`src/rtl/serial_subtractor.sv`:
```
// serial_subtractor: bit-serial two's-complement subtractor.
// Computes diff = a - b - bin one full-subtractor stage per clock, LSB first,
// and reports the borrow-out, a zero flag and a signed-overflow flag.
// An operation takes WIDTH RUN cycles followed by a single DONE cycle.

module serial_subtractor #(
    parameter int WIDTH = 8
) (
    input  logic             clk,
    input  logic             rst,
    input  logic             start,
    input  logic [WIDTH-1:0] a,
    input  logic [WIDTH-1:0] b,
    input  logic             bin,
    output logic             busy,
    output logic             done,
    output logic [WIDTH-1:0] diff,
    output logic             bout,
    output logic             zero,
    output logic             ovf
);

    // Counter must be able to hold WIDTH itself, so it never wraps in RUN.
    localparam int             CW   = $clog2(WIDTH + 1);
    localparam logic [CW-1:0]  LAST = CW'(WIDTH - 1);
    localparam logic [CW-1:0]  ONE  = CW'(1);

    typedef enum logic [1:0] {
        IDLE = 2'd0,
        RUN  = 2'd1,
        DONE = 2'd2
    } state_t;

    state_t           state;
    logic [WIDTH-1:0] sh_a;     // minuend, shifted right one bit per RUN cycle
    logic [WIDTH-1:0] sh_b;     // subtrahend, shifted right one bit per RUN cycle
    logic [WIDTH-1:0] diff_q;   // result, filled from the MSB end
    logic             br;       // borrow entering the current stage
    logic [CW-1:0]    cnt;      // number of stages already evaluated

    // Current full-subtractor stage.
    logic             x;
    logic             y;
    logic             d;
    logic             br_next;
    logic [WIDTH-1:0] diff_next;

    assign x         = sh_a[0];
    assign y         = sh_b[0];
    assign d         = x ^ y ^ br;
    assign br_next   = (~x & y) | (~(x ^ y) & br);
    // After WIDTH right-shifts the first bit inserted at the MSB lands at bit 0.
    assign diff_next = {d, diff_q[WIDTH-1:1]};

    assign diff = diff_q;

    // Sequencer, datapath registers and registered flags in one process.
    // NOTE: every register here uses <= so all of them update from the same
    // pre-edge values; blocking assignments would chain within a cycle.
    always_ff @(posedge clk or posedge rst) begin
        if (rst) begin
            state  <= IDLE;
            sh_a   <= '0;
            sh_b   <= '0;
            diff_q <= '0;
            br     <= 1'b0;
            cnt    <= '0;
            busy   <= 1'b0;
            done   <= 1'b0;
            bout   <= 1'b0;
            zero   <= 1'b1;
            ovf    <= 1'b0;
        end else begin
            case (state)
                IDLE: begin
                    done <= 1'b0;
                    if (start) begin
                        sh_a  <= a;
                        sh_b  <= b;
                        br    <= bin;
                        cnt   <= '0;
                        busy  <= 1'b1;
                        state <= RUN;
                    end
                end

                RUN: begin
                    sh_a   <= sh_a >> 1;
                    sh_b   <= sh_b >> 1;
                    br     <= br_next;
                    diff_q <= diff_next;
                    cnt    <= cnt + ONE;
                    if (cnt == LAST) begin
                        // br here is the borrow entering the MSB stage.
                        bout  <= br_next;
                        ovf   <= br ^ br_next;
                        zero  <= (diff_next == '0);
                        busy  <= 1'b0;
                        done  <= 1'b1;
                        state <= DONE;
                    end
                end

                DONE: begin
                    done  <= 1'b0;
                    state <= IDLE;
                end

                default: begin
                    busy  <= 1'b0;
                    done  <= 1'b0;
                    state <= IDLE;
                end
            endcase
        end
    end

endmodule

```
`config.mk`:
```
export PLATFORM = sky130hd
export DESIGN_NAME = serial_subtractor
export DESIGN_NICKNAME = d
export VERILOG_FILES = /design/src/rtl/serial_subtractor.sv
export SDC_FILE = /design/constraint.sdc
export NUM_CORES = 1
export LEC_CHECK = 0
export CAP_MARGIN = 10
export CORE_MARGIN = 2
export CORE_UTILIZATION = 54
export CTS_BUF_LIST = sky130_fd_sc_hd__clkbuf_16
export DETAILED_ROUTE_END_ITERATION = 10
export MAX_ROUTING_LAYER = met4
export PLACE_DENSITY = 0.81
export SYNTH_ARGS = -nofsm -noshare
export SYNTH_HDL_FRONTEND = slang
export SYNTH_SLANG_ARGS = --single-unit
```
`constraint.sdc`:
```
create_clock -name clk -period 2.6 [get_ports clk]
set_clock_uncertainty 0.05 [all_clocks]
set_input_delay 0.52 -clock clk [delete_from_list [all_inputs] [get_ports clk]]
set_output_delay 0.52 -clock clk [all_outputs]
set_load 0.005 [all_outputs]
```
==> results of run 1 <==
==> tightest hold or removal path: cells and delay by family, from the launching register on <==
| family | cells | cell delay (ns) |
|---|---|---|
| AND/OR/NAND/NOR | 1 | 0.05 |
| AO/OA/AOI/OAI | 1 | 0.06 |
| flip-flops | 1 | 0.34 |
==> per-stage QoR <==
| step | hold slack [ns] | worst slack (ns) | instances | utilization | instance area, um2 |
|---|---|---|---|---|---|
| 6_report | 0.442 | 0.736 | 254 | 0.734 | 2220 |
| 5_1_grt | 0.492 | 0.699 | 254 | 0.734 | 2220 |
| 4_1_cts | 0.449 | 0.726 | 254 | 0.734 | 2220 |
| 3_5_place_dp | 0.438 | 0.609 | 246 | 0.679 | 2060 |
| 3_3_place_gp | 0.411 | 0.735 | 246 | 0.679 | 2060 |
| 2_1_floorplan | 0.406 | 1.18 | 175 | - | 1710 |
==> layer usage <==
layer  up-vias  GRT usage  routed length (um)
met5         -          -                   0
met4         0      0.137                 131
met3        15     0.0779                 249
met2        57      0.410                1980
met1       729      0.293                1580
li1        678          -                   -
==> worst max path at each step <==
stage | from | slack (ns) | endpoint
final | zero | 0.74 | zero
after global placement | start | 0.73 | sh_a[0]
after floorplan | br | 1.18 | zero
after global routing | zero | 0.70 | zero
after CTS | zero | 0.73 | zero
after detailed placement | start | 0.61 | sh_a[5]
==> power by group <==
group | total [uW] | internal (uW) | switching, uW
combinational | 1040 | 511 | 531
sequential | 1020 | 804 | 217
clock | 676 | 450 | 227
total | 2740 | 1760 | 975
==> registers in the layout, summed over array words and instances, names as in the netlist <==
name	flops
bout	1
sh_b	8
diff	8
zero	1
done	1
state	2
busy	1
cnt	4
sh_a	8
br	1
ovf	1
==> cells in the mapped netlist (all sizes together) <==
library cell / instances / share of area
nand3: 2 / 0.0059
o21bai: 1 / 0.0066
a21oi: 16 / 0.047
o21ai: 25 / 0.073
nand2: 31 / 0.068
xor2: 1 / 0.0051
inv: 4 / 0.0088
a22o: 2 / 0.010
nor2: 3 / 0.0066
clkbuf: 2 / 0.0044
fa: 1 / 0.012
and3b: 2 / 0.010
dfrtp: 35 / 0.51
mux2i: 1 / 0.0059
dfstp: 1 / 0.015
ha: 1 / 0.0073
nor4: 2 / 0.0073
buf: 8 / 0.033
o311ai: 1 / 0.0051
nand2b: 2 / 0.0073
nor2b: 6 / 0.022
a22oi: 13 / 0.057
and2b: 10 / 0.044
a2bb2oi: 3 / 0.015
nand3b: 2 / 0.0088
==> area by class of cell <==
cell class,count,area share
Clock buffer,5,0.0563
Clock inverter,3,0.0191
Inverter,4,0.00675
Multi-Input combinational cell,125,0.326
Sequential cell,36,0.406
Tap cell,44,0.0248
Timing Repair Buffer,37,0.161
==> kinds of logic (layout without fill, tap and decap cells) <==
group,Yosys count,in the layout,share of synthesized area
xor gates and xnor gates,1,1,0.00513
and+or+nand+nor,60,60,0.180
buffers and inverters,14,49,0.0462
AOI/OAI and AO/OA,61,61,0.215
DFF,36,36,0.529
adders and majority gates,2,2,0.0191
muxes,1,1,0.00587
==> metrics.md, run 1 <==
| Metric | Value |
|---|---|
| CTS sink cnt | 36 |
| Die X-Extent | 60.2 um |
| RSZ-0062 raised after global routing | no |
| All-Layer GR Usage | 0.258 |
| Pre-Repair DR Iteration Count | 6 |
| Worst-case reg-to-reg path depth | 4 |
| Fillcell total | 227 |
| Post-DP HPWL | 2.52 mm |
| Initial antenna violation count | 0 |
| CTS tree | yes |
| Syn_area_per_cell | 9.75 um2 |
| Period minus WS final | 1.86 ns |
| Required time of the critical path | 2.03 ns |
| Critical path depth in cells | 1 |
| R2R Setup Slk | 0.85 ns |
| CP bufs+invs | 1 |
| Most common cell after layout, fill and taps aside | dfrtp_1 |
| Starting Density | 0.564 |
| Vias in the first global route | 1455 |
| Max stage delay cell, worst path | dfstp_2 |
| Flops & latches, synth | 36 |
| Synthesized area | 1710 um2 |
| Cell family with most CP delay | flip-flops |
| Synth Instances | 175 |
| Tot Pwr | 2740 uW |
| Postcts setup bufs | 0 |
| Clock Path Buffers | 2 |
| H-tree Lvls | 2 |
| Multi-input logic area | 726 um2 |
| Via density | 5.82 |
| Setup TNS | 0 ns |
| Fin. max-slew vios | 0 |
| IO Count | 33 |
| Worst slew pin tran | 0.581 ns |
| Area delta synth->final | 30.3% |
| WL per Instance | 15.5 um |
| First-pass GRT wire length | 6.54 mm |
| Max Freq | 537 MHz |
| Fin crit share | 0.717 |
| Max-Slew Margin vs Limit | 0.612 |
| Endpoints failing hold | 0 |
| Max FO, Critical Path | 2 |
| Layout cells sized above 1 | 0.0714 |
| Worst Setup End Kind | output port |
| IO Port Bufs | 32 |
| Synth warn | 0 |
| P_leak | 0.00100 uW |
| PwrDens | 1230 nW/um2 |
| Hold Path End | sh_a[6] |
| Hold Crit Start | sh_a[6] |
| Final routed DRC violation total | 0 |
| CTS Buf Count | 5 |
| RePlAce Congestion | 0.783 |
| Grt ovf | 0 |
| Most frequent cells in the layout | 35 x dfrtp_1, 32 x clkdlybuf4s50_1, 31 x nand2_1 |
| Core area | 3030 um2 |
| Fin nets | 231 |
| Die area | 3630 um2 |
| CP cell instances | clkdlybuf4s50_1 |
| N_diodes | 0 |
| Die Ht | 60.2 um |
| # hold bufs at CTS | 0 |
| Syn nets | 197 |
| Peak VDD IR | 0.000553 V |
| DR iter-0 viols | 73 |
| Max-cap violation count | 0 |
| Clock Tree Root | clkbuf_16 |
| Sequential area share after synthesis | 0.529 |
| WS Path Type | reg2out |
| Arr. time, crit path | 1.29 ns |
| Worst r2r dst | sh_a[5] |
| Clock Latency Late Sink | 0.28 ns |
| Setup crit start kind | flip-flop |
| Total number of vias | 1479 |
| Final setup vio count | 0 |
| Synth cell types | 28 |
| Register area | 902 um2 |
| FF-to-FF Start | state[1] |
| Hold Path Depth | 2 |
| Largest net degree at the start of global routing | 37 |
| Worst-path clk slew | 0.06 ns |
| Status | finished clean |
| Post-CTS Resized | 0 |
| Post-route ant nets | 0 |
| Hold crit path type | reg2reg |
| Routed WL | 3.94 mm |
| CP peak stage delay | 0.53 ns |
| Row cnt | 20 |
No activity file was read; power rests on OpenSTA's default activity.
==> inputs of run 2 (changes only) <==
--- a/config.mk
+++ b/config.mk
@@ -7,11 +7,11 @@
 export LEC_CHECK = 0
 export CAP_MARGIN = 10
 export CORE_MARGIN = 2
-export CORE_UTILIZATION = 54
+export CORE_UTILIZATION = 46
 export CTS_BUF_LIST = sky130_fd_sc_hd__clkbuf_16
 export DETAILED_ROUTE_END_ITERATION = 10
 export MAX_ROUTING_LAYER = met4
-export PLACE_DENSITY = 0.81
+export PLACE_DENSITY = 0.73
 export SYNTH_ARGS = -nofsm -noshare
 export SYNTH_HDL_FRONTEND = slang
 export SYNTH_SLANG_ARGS = --single-unit
==> constraint.sdc (replaced) <==
create_clock -name clk -period 1.7 [get_ports clk]
set_clock_uncertainty 0.05 [all_clocks]
set_input_delay 0.34 -clock clk [delete_from_list [all_inputs] [get_ports clk]]
set_output_delay 0.34 -clock clk [all_outputs]
set_load 0.005 [all_outputs]
==> run 2 against run 1 <==
Net effect:
- non-clock buffer count grew 4
- cell area grew 0.45%
- combinational power grew 59%
- register-to-register slack lost 0.71 ns
- routed wire length shrank 6.1%
- sequential cell count is the same
- sequential share of layout area shrank 0.18 points
- setup slack lost 0.71 ns
- die area grew 16%
- power grew 47%
- critical path type unchanged
- largest power group unchanged
==> metrics.md, run 2 (same netlist as run 1, synthesis figures left out) <==
| Metric | Value |
|---|---|
| CP cell instances | clkdlybuf4s50_1 |
| Initial antenna violation count | 0 (unchanged) |
| Status | finished clean |
| H-tree Lvls | 2 (unchanged) |
| # hold bufs at CTS | 0 (unchanged) |
| Fin nets | 235 (+1.7%) |
| Design area | 2230 um2 (+0.45%) |
| Via density | 5.41 (-7.1%) |
| Vias in the first global route | 1362 (-6.4%) |
| Core area | 3610 um2 (+19%) |
| CP bufs+invs | 1 (unchanged) |
| Largest net degree at the start of global routing | 25 (-32%) |
| Max FO, Critical Path | 2 (unchanged) |
| IO Port Bufs | 32 (unchanged) |
| DR iter-0 viols | 83 (+14%) |
| Cell family with most CP delay | flip-flops |
| Peak VDD IR | 0.000867 V (+57%) |
| Row cnt | 22 (+10%) |
| First-pass GRT wire length | 6.32 mm (-3.4%) |
| Post-route setup slack | 0.0300 ns (-0.706 ns) |
| Required time of the critical path | 1.31 ns (-0.72 ns) |
| Setup TNS | 0 ns (unchanged) |
| Post-route ant nets | 0 (unchanged) |
| Die Ht | 64.9 um (+7.8%) |
| Max stage delay cell, worst path | dfstp_2 |
| Fin crit share | 0.982 |
| WL per Instance | 14.1 um (-9.0%) |
| CTS tree | yes |
| Grt ovf | 0 (unchanged) |
| IO Count | 33 (unchanged) |
| CP peak stage delay | 0.52 ns (about the same) |
| Pre-CTS setup slack | -0.0888 ns (-0.698 ns) |
| R2R Setup Slk | 0.14 ns (-0.71 ns) |
| Post-DP Area | 2090 um2 (+1.7%) |
| Max-Slew Margin vs Limit | 0.634 (+0.0218) |
| Setup crit start kind | flip-flop |
| Die area | 4210 um2 (+16%) |
| Pre-Repair DR Iteration Count | 4 (-2) |
| Worst slew pin tran | 0.549 ns (-0.0327 ns) |
| CTS Buf Count | 5 (unchanged) |
| Routed WL | 3.70 mm (-6.1%) |
| CTS sink cnt | 36 (unchanged) |
| All-Layer GR Usage | 0.201 (-0.0570) |
| Final Util | 0.619 (-0.115) |
| Most frequent cells in the layout | 35 x dfrtp_1, 32 x clkdlybuf4s50_1, 31 x nand2_1 |
| Period minus WS final | 1.67 ns |
| WS Path Type | reg2out |
| Max Freq | 599 MHz |
| Most common cell after layout, fill and taps aside | dfrtp_1 |
| Post-CTS Resized | 0 (unchanged) |
| Endpoints failing hold | 0 (unchanged) |
| Hold crit path type | in2async |
| Worst Setup End Kind | output port |
| Clock Latency Late Sink | 0.27 ns (about the same) |
| Clock Tree Root | clkbuf_16 |
| Max-cap violation count | 0 (unchanged) |
| Worst-path clk slew | 0.05 ns (about the same) |
| Fin. max-slew vios | 0 (unchanged) |
| Postcts setup bufs | 0 (unchanged) |
| Post-DP HPWL | 2.60 mm (+3.4%) |
| Hold Slack | 0.320 ns (-0.122 ns) |
| Die X-Extent | 64.9 um (+7.8%) |
| Area delta synth->final | 30.9% |
| Arr. time, crit path | 1.28 ns (about the same) |
| Clock Path Buffers | 2 (unchanged) |
| Total number of vias | 1417 (-4.2%) |
| RSZ-0062 raised after global routing | no |
| Final setup vio count | 0 (unchanged) |
| N_diodes | 0 (unchanged) |
| Starting Density | 0.473 (-0.0904) |
| P_leak | 0.00102 uW (+1.4%) |
| Layout cells sized above 1 | 0.0794 (+0.00801) |
| RePlAce Congestion | 0.823 (+5.2%) |
| Final routed DRC violation total | 0 (unchanged) |
| PwrDens | 1800 nW/um2 (+46%) |
-- run 2: cell types whose count changed in the layout (fill, tap and decap cells not counted), sizes merged --
cell / delta
buf: +4
clkinvlp: -1
inv: +2
bufinv: -1
-- run 2: routing by layer --
metal,GRT usage,routed length (um),vias up
met2,0.353,1880,38
met3,0.0469,165,8
met5,-,0,-
met1,0.225,1590,685
li1,-,-,686
met4,0.0691,62,0
-- run 2: power breakdown --
part / leakage [uW] / switching (uW) / internal, uW
combinational: 0.000486 / 813 / 835
sequential: 0.000459 / 305 / 1230
clock: 0.0000738 / 318 / 526
total: 0.00102 / 1440 / 2590
-- run 2: metrics by stage --
step                total power [uW]  std cells
global placement                3080        254
detailed placement              3170        254
CTS                             4040        262
finish                          4030        262
floorplan                       2530        175
global route                    4310        262
-- run 2: final timing paths --
| path | start | to | depth (start not counted) |
|---|---|---|---|
| min in group clk | zero | zero | 2 |
| hold reg to reg | zero | zero | 2 |
| hold / removal | rst | diff[4] | 3 |
| max in group asynchronous | rst | sh_b[4] | 3 |
| setup reg to reg | sh_a[0] | zero | 4 |
| setup / recovery | zero | zero | 1 |
-- run 2: cell type report --
type                    instances  area, um2
clock buffers                   5        125
well taps                      48       60.1
clock inverters                 3       11.3
repair buffers                 41        388
inverters                       4       15.0
multi-input cells             125        732
fillers                       303       1370
flip-flops and latches         36        902
==> inputs of run 3 (changes only) <==
--- a/config.mk
+++ b/config.mk
@@ -11,7 +11,7 @@
 export CTS_BUF_LIST = sky130_fd_sc_hd__clkbuf_16
 export DETAILED_ROUTE_END_ITERATION = 10
 export MAX_ROUTING_LAYER = met4
-export PLACE_DENSITY = 0.73
+export PLACE_DENSITY = 0.76
 export SYNTH_ARGS = -nofsm -noshare
 export SYNTH_HDL_FRONTEND = slang
 export SYNTH_SLANG_ARGS = --single-unit
==> run 3 against run 2 <==
Net effect:
- cell area is 1.4% higher
- sequential share of layout area fell by 0.56 points
- combinational power barely moved
- hold slack better by 0.050 ns
- cell count unchanged
- largest cell class unchanged
==> metrics.md, run 3 (same netlist as run 1, synthesis figures left out) <==
| Metric | Value |
|---|---|
| CP cell instances | clkdlybuf4s50_1 |
| Clock Latency Late Sink | 0.28 ns (about the same) |
| First-pass GRT wire length | 6.64 mm (+5.0%) |
| CTS tree | yes |
| Design area | 2260 um2 (+1.4%) |
| Hold Slack | 0.370 ns (+0.0500 ns) |
| Post-route setup slack | 0.113 ns (+0.0833 ns) |
| Fin crit share | 0.933 (-0.0490) |
| Post-DP Area | 2100 um2 (+0.60%) |
| IO Count | 33 (unchanged) |
| WS Path Type | reg2out |
| Max-cap violation count | 0 (unchanged) |
| Grt ovf | 0 (unchanged) |
| Area delta synth->final | 32.7% |
| Fin. max-slew vios | 0 (unchanged) |
| Peak VDD IR | 0.000995 V (+15%) |
| All-Layer GR Usage | 0.215 (+0.0139) |
| Starting Density | 0.473 (unchanged) |
| Largest net degree at the start of global routing | 37 (+48%) |
| Tot Pwr | 4210 uW (+4.6%) |
| Max FO, Critical Path | 4 (+2) |
| R2R Setup Slk | 0.15 ns (about the same) |
| Pre-CTS setup slack | -0.0907 ns (-0.00194 ns) |
| Vias in the first global route | 1395 (+2.4%) |
| CP peak stage delay | 0.52 ns (about the same) |
| Die X-Extent | 64.9 um (unchanged) |
| Worst-path clk slew | 0.05 ns (about the same) |
| Status | finished clean |
| Clock Path Buffers | 2 (unchanged) |
| Post-route ant nets | 0 (unchanged) |
| Period minus WS final | 1.59 ns (-0.0833 ns) |
| Via density | 5.40 (about the same) |
| Max Freq | 630 MHz (+5.3%) |
| Core area | 3610 um2 (unchanged) |
| DR iter-0 viols | 102 (+23%) |
| IO Port Bufs | 32 (unchanged) |
| CTS Buf Count | 5 (unchanged) |
| Pre-Repair DR Iteration Count | 4 (unchanged) |
| Setup TNS | 0 ns (unchanged) |
| Die Ht | 64.9 um (unchanged) |
| Setup crit start kind | flip-flop |
| RSZ-0062 raised after global routing | no |
| N_diodes | 0 (unchanged) |
| H-tree Lvls | 2 (unchanged) |
| P_leak | 0.00103 uW (+1.3%) |
| CTS sink cnt | 36 (unchanged) |
| PwrDens | 1860 nW/um2 (+3.2%) |
| Post-DP HPWL | 2.66 mm (+2.4%) |
| CP bufs+invs | 1 (unchanged) |
| Fin nets | 235 (unchanged) |
| Cell family with most CP delay | buffers and inverters |
| Endpoints failing hold | 0 (unchanged) |
| Routed WL | 3.78 mm (+2.2%) |
| Max stage delay cell, worst path | clkdlybuf4s50_1 |
| Max-Slew Margin vs Limit | 0.628 (-0.00648) |
| Total number of vias | 1416 (-0.071%) |
| Clock Tree Root | clkbuf_16 |
| Most common cell after layout, fill and taps aside | dfrtp_1 |
| Row cnt | 22 (unchanged) |
| Initial antenna violation count | 0 (unchanged) |
| Most frequent cells in the layout | 35 x dfrtp_1, 31 x nand2_1, 31 x clkdlybuf4s50_1 |
| Final setup vio count | 0 (unchanged) |
| Final routed DRC violation total | 0 (unchanged) |
| Worst Setup End Kind | output port |
| Hold crit path type | in2async |
| Arr. time, crit path | 1.20 ns (-0.08 ns) |
| Layout cells sized above 1 | 0.0794 (unchanged) |
| Die area | 4210 um2 (unchanged) |
| Worst slew pin tran | 0.558 ns (+0.00972 ns) |
| WL per Instance | 14.4 um (+2.2%) |
| Required time of the critical path | 1.31 ns (about the same) |
| # hold bufs at CTS | 0 (unchanged) |
| RePlAce Congestion | 0.777 (-5.6%) |
[run 3: changes by cell type in the layout (fill, tap and decap cells not counted), sizes merged]
| cell | before | now |
|---|---|---|
| clkinv | 1 | 2 |
| bufinv | 0 | 1 |
| dlygate4sd2 | 0 | 1 |
| clkdlybuf4s50 | 32 | 31 |
| inv | 6 | 4 |
[run 3: final timing paths]
kind,from,endpoint,depth (start not counted)
worst max-delay path,diff[4],diff[4],1
worst max register to register,sh_b[0],zero,5
worst min register to register,diff[0],diff[0],2
max in group asynchronous,rst,zero,3
worst min-delay path,rst,diff[3],3
min in group clk,diff[0],diff[0],2
[run 3: what timing repair did]
item,in CTS,in global routing
setup endpoints to repair,1,1
pin swaps,0,0
gates resized for setup,1,1
setup buffers,0,0
[run 3: metal layers]
| metal | global-route usage | vias up | share of wire |
|---|---|---|---|
| li1 | - | 684 | - |
| met1 | 0.272 | 697 | 0.44 |
| met2 | 0.339 | 31 | 0.51 |
| met3 | 0.0625 | 4 | 0.041 |
| met4 | 0.0612 | 0 | 0.0090 |
| met5 | - | - | 0 |
[run 3: worst min-delay path: stages]
cell	delay (ns)
clkdlybuf4s50_1	0.40
inv_1	0.09
buf_12	0.22
[run 3: power breakdown]
part	switching, uW	internal, uW	leakage (uW)
Combinational	827	846	0.000494
Clock	330	681	0.0000789
Sequential	301	1230	0.000459
Total	1460	2760	0.00103
[run 3: layout make-up]
| type | instances | area [um2] |
|---|---|---|
| multi-input cells | 125 | 726 |
| fillers | 292 | 1340 |
| clock inverters | 3 | 37.5 |
| well taps | 48 | 60.1 |
| inverters | 4 | 15.0 |
| repair buffers | 41 | 399 |
| clock buffers | 5 | 125 |
| flip-flops and latches | 36 | 902 |
[run 3: stage by stage]
stage | std cells | util
2_1_floorplan | 175 | -
3_3_place_gp | 254 | 0.583
3_5_place_dp | 254 | 0.583
4_1_cts | 262 | 0.628
5_1_grt | 262 | 0.628
6_report | 262 | 0.628
